File: src/rtl/normal_word_feeder.sv
// Transmitter for the round_block word interface: reads a normal-polynomial
// word stream from RAM and presents it on the word_valid/word_accepted handshake.
module normal_word_feeder #(
  parameter int WORD_WIDTH = 32,
  parameter int ADDR_WIDTH = 6,
  parameter int DIFF_WIDTH = 6
) (
  input  logic                  clk,
  input  logic                  rst,
  input  logic                  start,
  input  logic [ADDR_WIDTH:0]   num_words,
  input  logic [ADDR_WIDTH-1:0] base_addr,
  input  logic [DIFF_WIDTH-1:0] sparse_diff_in,
  output logic                  mem_rd_en,
  output logic [ADDR_WIDTH-1:0] mem_addr,
  input  logic [WORD_WIDTH-1:0] mem_rdata,
  output logic [WORD_WIDTH-1:0] normal_word_out,
  output logic                  word_valid,
  output logic                  only_add,
  output logic [DIFF_WIDTH-1:0] normal_sparse_diff,
  input  logic                  word_accepted,
  input  logic                  processing_done,
  output logic [ADDR_WIDTH:0]   word_index,
  output logic                  busy,
  output logic                  done
);

  typedef enum logic [2:0] {
    ST_IDLE      = 3'd0,
    ST_FETCH     = 3'd1,
    ST_CAPTURE   = 3'd2,
    ST_PRESENT   = 3'd3,
    ST_WAIT_PROC = 3'd4,
    ST_FINISH    = 3'd5
  } state_t;

  localparam logic [ADDR_WIDTH:0] IDX_ZERO = {(ADDR_WIDTH+1){1'b0}};
  localparam logic [ADDR_WIDTH:0] IDX_ONE  = {{ADDR_WIDTH{1'b0}}, 1'b1};

  state_t                  state_r, state_s;
  logic [ADDR_WIDTH:0]     num_words_r, num_words_s;
  logic [ADDR_WIDTH-1:0]   base_addr_r, base_addr_s;
  logic [DIFF_WIDTH-1:0]   diff_r, diff_s;
  logic [ADDR_WIDTH:0]     index_r, index_s;
  logic [ADDR_WIDTH:0]     index_inc_s;
  logic                    rd_en_r, rd_en_s;
  logic [ADDR_WIDTH-1:0]   addr_r, addr_s;
  logic                    rdata_vld_r;
  logic [WORD_WIDTH-1:0]   word_r, word_s;
  logic                    valid_r, valid_s;
  logic                    only_add_r, only_add_s;
  logic                    busy_r, busy_s;
  logic                    done_r, done_s;

  assign index_inc_s = index_r + IDX_ONE;

  // Next-state and next-output decode; every output is registered below.
  always_comb begin
    state_s     = state_r;
    num_words_s = num_words_r;
    base_addr_s = base_addr_r;
    diff_s      = diff_r;
    index_s     = index_r;
    rd_en_s     = 1'b0;
    addr_s      = addr_r;
    word_s      = word_r;
    valid_s     = valid_r;
    only_add_s  = only_add_r;
    busy_s      = busy_r;
    done_s      = 1'b0;
    case (state_r)
      ST_IDLE: begin
        // The done-pulse cycle is still owned by the finished stream.
        if (start && !done_r) begin
          num_words_s = num_words;
          base_addr_s = base_addr;
          diff_s      = sparse_diff_in;
          index_s     = IDX_ZERO;
          busy_s      = 1'b1;
          state_s     = (num_words == IDX_ZERO) ? ST_FINISH : ST_FETCH;
        end else begin
          state_s = ST_IDLE;
        end
      end
      ST_FETCH: begin
        rd_en_s = 1'b1;
        addr_s  = base_addr_r + index_r[ADDR_WIDTH-1:0];
        state_s = ST_CAPTURE;
      end
      ST_CAPTURE: begin
        if (rdata_vld_r) begin
          word_s     = mem_rdata;
          valid_s    = 1'b1;
          only_add_s = (index_r == IDX_ZERO);
          state_s    = ST_PRESENT;
        end else begin
          state_s = ST_CAPTURE;
        end
      end
      ST_PRESENT: begin
        if (word_accepted) begin
          valid_s = 1'b0;
          if (index_r == IDX_ZERO) begin
            index_s = index_inc_s;
            state_s = (num_words_r == IDX_ONE) ? ST_FINISH : ST_FETCH;
          end else begin
            state_s = ST_WAIT_PROC;
          end
        end else begin
          state_s = ST_PRESENT;
        end
      end
      ST_WAIT_PROC: begin
        if (processing_done) begin
          index_s = index_inc_s;
          state_s = (index_inc_s == num_words_r) ? ST_FINISH : ST_FETCH;
        end else begin
          state_s = ST_WAIT_PROC;
        end
      end
      ST_FINISH: begin
        done_s  = 1'b1;
        busy_s  = 1'b0;
        state_s = ST_IDLE;
      end
      default: begin
        valid_s = 1'b0;
        busy_s  = 1'b0;
        state_s = ST_IDLE;
      end
    endcase
  end

  // FSM state register.
  always_ff @(posedge clk) begin
    if (rst) begin
      state_r <= ST_IDLE;
    end else begin
      state_r <= state_s;
    end
  end

  // Latched stream parameters, RAM read pipeline and registered outputs.
  always_ff @(posedge clk) begin
    if (rst) begin
      num_words_r <= IDX_ZERO;
      base_addr_r <= {ADDR_WIDTH{1'b0}};
      diff_r      <= {DIFF_WIDTH{1'b0}};
      index_r     <= IDX_ZERO;
      rd_en_r     <= 1'b0;
      addr_r      <= {ADDR_WIDTH{1'b0}};
      rdata_vld_r <= 1'b0;
      word_r      <= {WORD_WIDTH{1'b0}};
      valid_r     <= 1'b0;
      only_add_r  <= 1'b0;
      busy_r      <= 1'b0;
      done_r      <= 1'b0;
    end else begin
      num_words_r <= num_words_s;
      base_addr_r <= base_addr_s;
      diff_r      <= diff_s;
      index_r     <= index_s;
      rd_en_r     <= rd_en_s;
      addr_r      <= addr_s;
      rdata_vld_r <= rd_en_r;
      word_r      <= word_s;
      valid_r     <= valid_s;
      only_add_r  <= only_add_s;
      busy_r      <= busy_s;
      done_r      <= done_s;
    end
  end

  assign mem_rd_en          = rd_en_r;
  assign mem_addr           = addr_r;
  assign normal_word_out    = word_r;
  assign word_valid         = valid_r;
  assign only_add           = only_add_r;
  assign normal_sparse_diff = diff_r;
  assign word_index         = index_r;
  assign busy               = busy_r;
  assign done               = done_r;

endmodule

File: config.mk
export PLATFORM = sky130hd
export DESIGN_NAME = normal_word_feeder
export DESIGN_NICKNAME = d
export VERILOG_FILES = /design/src/rtl/normal_word_feeder.sv
export SDC_FILE = /design/constraint.sdc
export NUM_CORES = 1
export LEC_CHECK = 0
export CAP_MARGIN = 30
export CORE_MARGIN = 2
export CORE_UTILIZATION = 49
export DETAILED_ROUTE_END_ITERATION = 8
export PLACE_DENSITY_LB_ADDON = 0.08
export SLEW_MARGIN = 10
export SYNTH_ARGS = -nofsm -noshare
export SYNTH_HDL_FRONTEND = slang
export SYNTH_SLANG_ARGS = --single-unit
File: constraint.sdc
create_clock -name clk -period 2.7 [get_ports clk]
set_input_delay 0.405 -clock clk [delete_from_list [all_inputs] [get_ports clk]]
set_output_delay 0.405 -clock clk [all_outputs]
set_load 0.005 [all_outputs]
# After elaboration in Yosys (flattened, before gate mapping)
# Index checks and enable logic that the tools add are counted.
[classes]
add_sub_neg = 2
n_reduce_logical = 13
muxes = 21
eq_ne = 12
n_bitwise = 2
[op_table]
columns = ["operator", "n"]
rows = [
  ["$mux 7", 4],
  ["$mux 3", 7],
  ["$pmux 7 s3", 1],
  ["$pmux 3 s5", 1],
  ["$logic_not 7->1", 2],
  ["$ne 2x2->1 const B", 5],
  ["$reduce_or 4->1", 2],
  ["$add 7x1->7 const B", 1],
  ["$eq 7x1->1 const B", 1],
  ["$eq 7x7->1", 1],
  ["$add 6x6->6", 1],
  ["$eq 3x2->1 const B", 2],
  ["$eq 3x3->1 const B", 2],
  ["$mux 1", 6],
  ["$reduce_and 2->1", 3],
  ["$reduce_and 5->1", 1],
  ["$eq 3x1->1 const B", 1],
  ["$logic_not 3->1", 1],
  ["$pmux 1 s3", 1],
  ["$reduce_and 3->1", 1],
  ["$reduce_bool 3->1", 1],
  ["$not 1->1", 2],
  ["$pmux 1 s2", 1],
  ["$logic_and 1x1->1", 1],
  ["$logic_not 1->1", 1],
]
[word_totals]
output_inout_bits = 56
ff_bits = 73
elab_cells = 63
inputBits = 56

# Logic depth before layout (Yosys ltp)
[logic_depth]
word_depth = 5
depth_mapped = 8
depth_no_buf = 8

# Least setup slack after synthesis
# Ideal clock, no wire load.
[synth_timing]
path_kind = "register -> register"
start = "reg index_r[6], in the netlist word_index[6]"
end = "reg index_r[3], in the netlist word_index[3]"
required_ns = 2.580
synth_period_minus_slack_ns = 1.863
setup_time_ns = 0.120
stages_incl_launch_ff = 7
n_path_buf = 1
path_slack_ns = 0.837
arrival_time_ns = 1.743
path_cell_list = "dfxtp_1 buf_6 or4_4 nor4_4 o21ai_2 nor2b_4 a211o_1"
[synth_via]
elab_chain_cells = 3
[synth_rtl]
columns = ["element", "line_no", "rtl"]
rows = [
  ["start, declared", "44", "logic [ADDR_WIDTH:0] index_r, index_s;"],
  ["start signal, assigned", "162", "index_r <= index_s;"],
  ["$logic_not 7->1", "103", "if (index_r == IDX_ZERO) begin"],
  ["$ne 2x2->1 (no source line)", "--", ""],
  ["$reduce_and 5->1 (no source line)", "--", ""],
]
# No other way between the ends.
# A chain may end at the register's enable or synchronous reset.

# Worst setup path in the final report
[layout_timing]
start = "reg index_r[3], in the netlist word_index[3]"
end = "out word_index[3]"
[layout_rtl]
columns = ["element", "line_no", "rtl"]
rows = [
  ["end, declared", "23", "output logic [ADDR_WIDTH:0] word_index,"],
]
# No word-level cell between the ends.

==> flow_metrics.env <==
export IMPL_grt_pass1_vias=2921
export IMPL_critPathTopFamily="flip-flops"
export IMPL_top_layer_used="met4"
export IMPL_reg2reg_depth=5
export IMPL_routed_wirelength_um=8220
export IMPL_synth_top_family_by_area="simple AND/OR/NAND/NOR gates"
export IMPL_antenna_found_initial=0
export IMPL_final_hold_violation_count=0
export IMPL_fmax_mhz=485
export IMPL_slew_headroom=0.578
export IMPL_place_hpwl_um=5650
export IMPL_routabilityCongestion=0.809
export IMPL_grtUsageTotal=0.227
export IMPL_netlist_instances=401
export IMPL_route_met3_wl_um=501
export IMPL_num_io_pins=112
export IMPL_fp_dieW_um=85.2
export IMPL_skew_ns=0.0134
export IMPL_synth_cell_area_sq_um=3230
export IMPL_crit_type="reg2out"
export IMPL_crit_cells=1
export IMPL_holdBufCountCts=0
export IMPL_fin_cells=584
export IMPL_final_layout_size_suffix_gt1_frac=0.0710
export IMPL_post_cts_resized=0
export IMPL_die_area_sq_um=7250
export IMPL_cap_violations=0
export IMPL_cp_buffers_inverters=1
export IMPL_synth_compound_area_frac=0.170
export IMPL_yosysWarnings=0
export IMPL_power_density_nw_per_um2=549
export IMPL_dp_cells=568
export IMPL_h_tree_depth=3
export IMPL_cp_end_kind="primary output"
export IMPL_clock_path_buffers=2
export IMPL_num_rows=29
export IMPL_worstPathArrival_ns=1.66
export IMPL_cts_tree="yes"
export IMPL_final_min_clock_period_ns=2.06
export IMPL_grt_pass1_wl_um=13200
export IMPL_synth_edf_count=0
export IMPL_start_kind="flip-flop"
export IMPL_drtIter0Drc=129
export IMPL_whs_path_depth=2
export IMPL_synth_mux_area_frac=0.0128
export IMPL_design_core_area_sq_um=6350
export IMPL_synth_area_per_cell_sq_um=8.05
export IMPL_cts_inserted_buffers=9
export IMPL_required_ns=2.30
export IMPL_max_stage_delay_ns=0.70
export IMPL_syn_nets=465
export IMPL_die_y_um=85.2
export IMPL_drc_errors=0
export IMPL_worstPathCellList="clkdlybuf4s50_1"
export IMPL_io_buffers=111
export IMPL_synth_xor_area_frac=0.0271
export IMPL_vias=3045
export IMPL_rsz0062_at_grt="false"
export IMPL_initial_core_util=0.508
export IMPL_finalCritPeriodShare=0.763
export IMPL_post_cts_setup_buffers=0
export IMPL_finalSetupTns_ns=0
export IMPL_final_nets=566
export IMPL_wl_met2_um=4010
export IMPL_yosysSeqAreaShare=0.453
export IMPL_wl_met1_um=3650
export IMPL_syn2layout_area_growth_pct=43.0
export IMPL_drtAntennaViolNets=0
export IMPL_cts_sinks=73
export IMPL_outcome="finished, final reports clean"
export IMPL_crit_path_top_delay_cell="dfxtp_1"
export IMPL_clk_pin_slew_ns=0.08
export IMPL_synthFlopType="dfxtp_1"
export IMPL_min_delay_path_class="reg2reg"
export IMPL_ir_worst_vdd_v=0.000365
export IMPL_clockRootBuffer="clkbuf_8"
export IMPL_dr_pass1_iters=4
export IMPL_setup_viol=0
export IMPL_yosys_register_bits=73
export IMPL_cellLeakagePower_nw=1.66
export IMPL_grt_ovfl_total=0
export IMPL_num_antenna_cells=0
export IMPL_synth_simple_area_share=0.261
export IMPL_wl_per_cell_um=14.1
export IMPL_ys_async_sr_fraction=0
export IMPL_synth_cell_types=47
export IMPL_clk_latency_ns=0.34
export IMPL_report_final_slew_viol_count=0
export IMPL_tightest_slew_ns=0.633
export IMPL_synth_adder_area_share=0.0333
export IMPL_vias_per_cell=5.21
export IMPL_grt_max_degree=39
export IMPL_crit_fanout=15
[metrics by stage]
stage	hold slack [ns]	power [mW]	instance area, sq um	setup WS [ns]	utilization
after global placement	0.441	1.52	4370	0.514	0.689
after floorplan	0.440	1.35	3230	0.837	-
after global routing	0.479	2.64	4610	0.528	0.727
after CTS	0.457	2.55	4610	0.620	0.727
after detailed placement	0.446	1.52	4370	0.506	0.689
final	0.454	2.54	4610	0.640	0.727
[tightest hold or removal path: cells and delay by family, from the launching register on]
family	cells	cell delay (ns)
and+or+nand+nor	1	0.05
DFF	1	0.31
AOI/OAI and AO/OA	1	0.05
[flip-flops by register name, indices dropped and copies added, names as in the netlist]
signal,cells
word_valid,1
mem_addr,6
base_addr_r,6
state_r,3
rdata_vld_r,1
done,1
num_words_r,7
only_add,1
mem_rd_en,1
busy,1
normal_word_out,32
word_index,7
normal_sparse_diff,6
[layout make-up]
cell class | count | area (sq um)
Inverter | 6 | 22.5
Sequential cell | 73 | 1460
Fill cell | 509 | 1740
Tap cell | 77 | 96.3
Multi-Input combinational cell | 294 | 1640
Timing Repair Buffer | 118 | 1160
Clock buffer | 10 | 128
Clock inverter | 6 | 113
[Yosys cell counts, types with 2 or more instances]
cell | number | area (sq um)
nor4b_1 | 2 | 17.5
nor2b_1 | 4 | 25.0
o21a_1 | 2 | 15.0
mux2i_1 | 3 | 30.0
a211oi_1 | 5 | 37.5
nand2_1 | 110 | 413
nand3b_1 | 4 | 30.0
buf_2 | 2 | 10.0
o21bai_1 | 2 | 15.0
nor3_1 | 5 | 25.0
xnor2_1 | 9 | 78.8
a21oi_1 | 63 | 315
o21ai_0 | 7 | 35.0
clkbuf_1 | 24 | 90.1
or3_1 | 3 | 18.8
inv_1 | 6 | 22.5
nor4_1 | 2 | 12.5
or2_2 | 2 | 12.5
nand2b_1 | 9 | 56.3
dfxtp_1 | 73 | 1460
nand3_1 | 6 | 30.0
nor4b_2 | 2 | 30.0
nor2_1 | 15 | 56.3
nor3b_1 | 2 | 15.0
a31oi_1 | 3 | 18.8
o21ai_2 | 2 | 17.5
and3_1 | 2 | 12.5
ha_1 | 7 | 87.6
a21o_1 | 7 | 52.6
[final timing paths]
path,startpoint,endpoint,slack [ns]
setup / recovery,word_index[3],word_index[3],0.64
hold / removal,normal_word_out[1],normal_word_out[1],0.45
setup reg to reg,word_index[3],word_index[3],0.64
hold reg to reg,normal_word_out[1],normal_word_out[1],0.45
[cell usage in the layout (no fill, tap or decap), types with 2 or more instances in the layout]
cell	netlist	routed
nand3_1	6	6
nand2_1	110	110
or2_2	2	2
ha_1	7	7
nand2b_1	9	9
nand3b_1	4	4
a21o_1	7	7
nor2_1	15	14
a211oi_1	5	5
and3_1	2	2
clkdlybuf4s50_1	0	110
nor3_1	5	4
o21ai_2	2	2
inv_6	0	2
clkbuf_8	0	9
dfxtp_1	73	73
buf_4	0	7
a31oi_1	3	3
nor3b_1	2	2
or3_1	3	3
inv_1	6	6
bufinv_16	0	3
nor2b_1	4	4
o21a_1	2	2
xnor2_1	9	9
o21ai_0	7	7
nor4b_1	2	2
a21oi_1	63	63
o21bai_1	2	2
nor4b_2	2	2
mux2i_1	3	3
nor4_1	2	2
[cell families after synthesis]
kind of cell               Yosys count
DFF                                 73
xor gates and xnor gates            10
buffers and inverters               34
adders and majority gates            8
and+or+nand+nor                    176
muxes                                4
AOI/OAI and AO/OA                   96
[power breakdown]
group	switching (mW)	total, mW	internal, mW	leakage, nW
Combinational	0.151	0.338	0.187	0.950
Clock	0.414	1.03	0.620	0.121
Sequential	0.0421	1.16	1.12	0.592
Total	0.607	2.54	1.93	1.66
[layer usage]
metal  track usage  vias up
met5             0        -
li1              -     1551
met3        0.0661        7
met4        0.0808        0
met2         0.385       73
met1         0.275     1414
No activity file was read; power rests on OpenSTA's default activity.
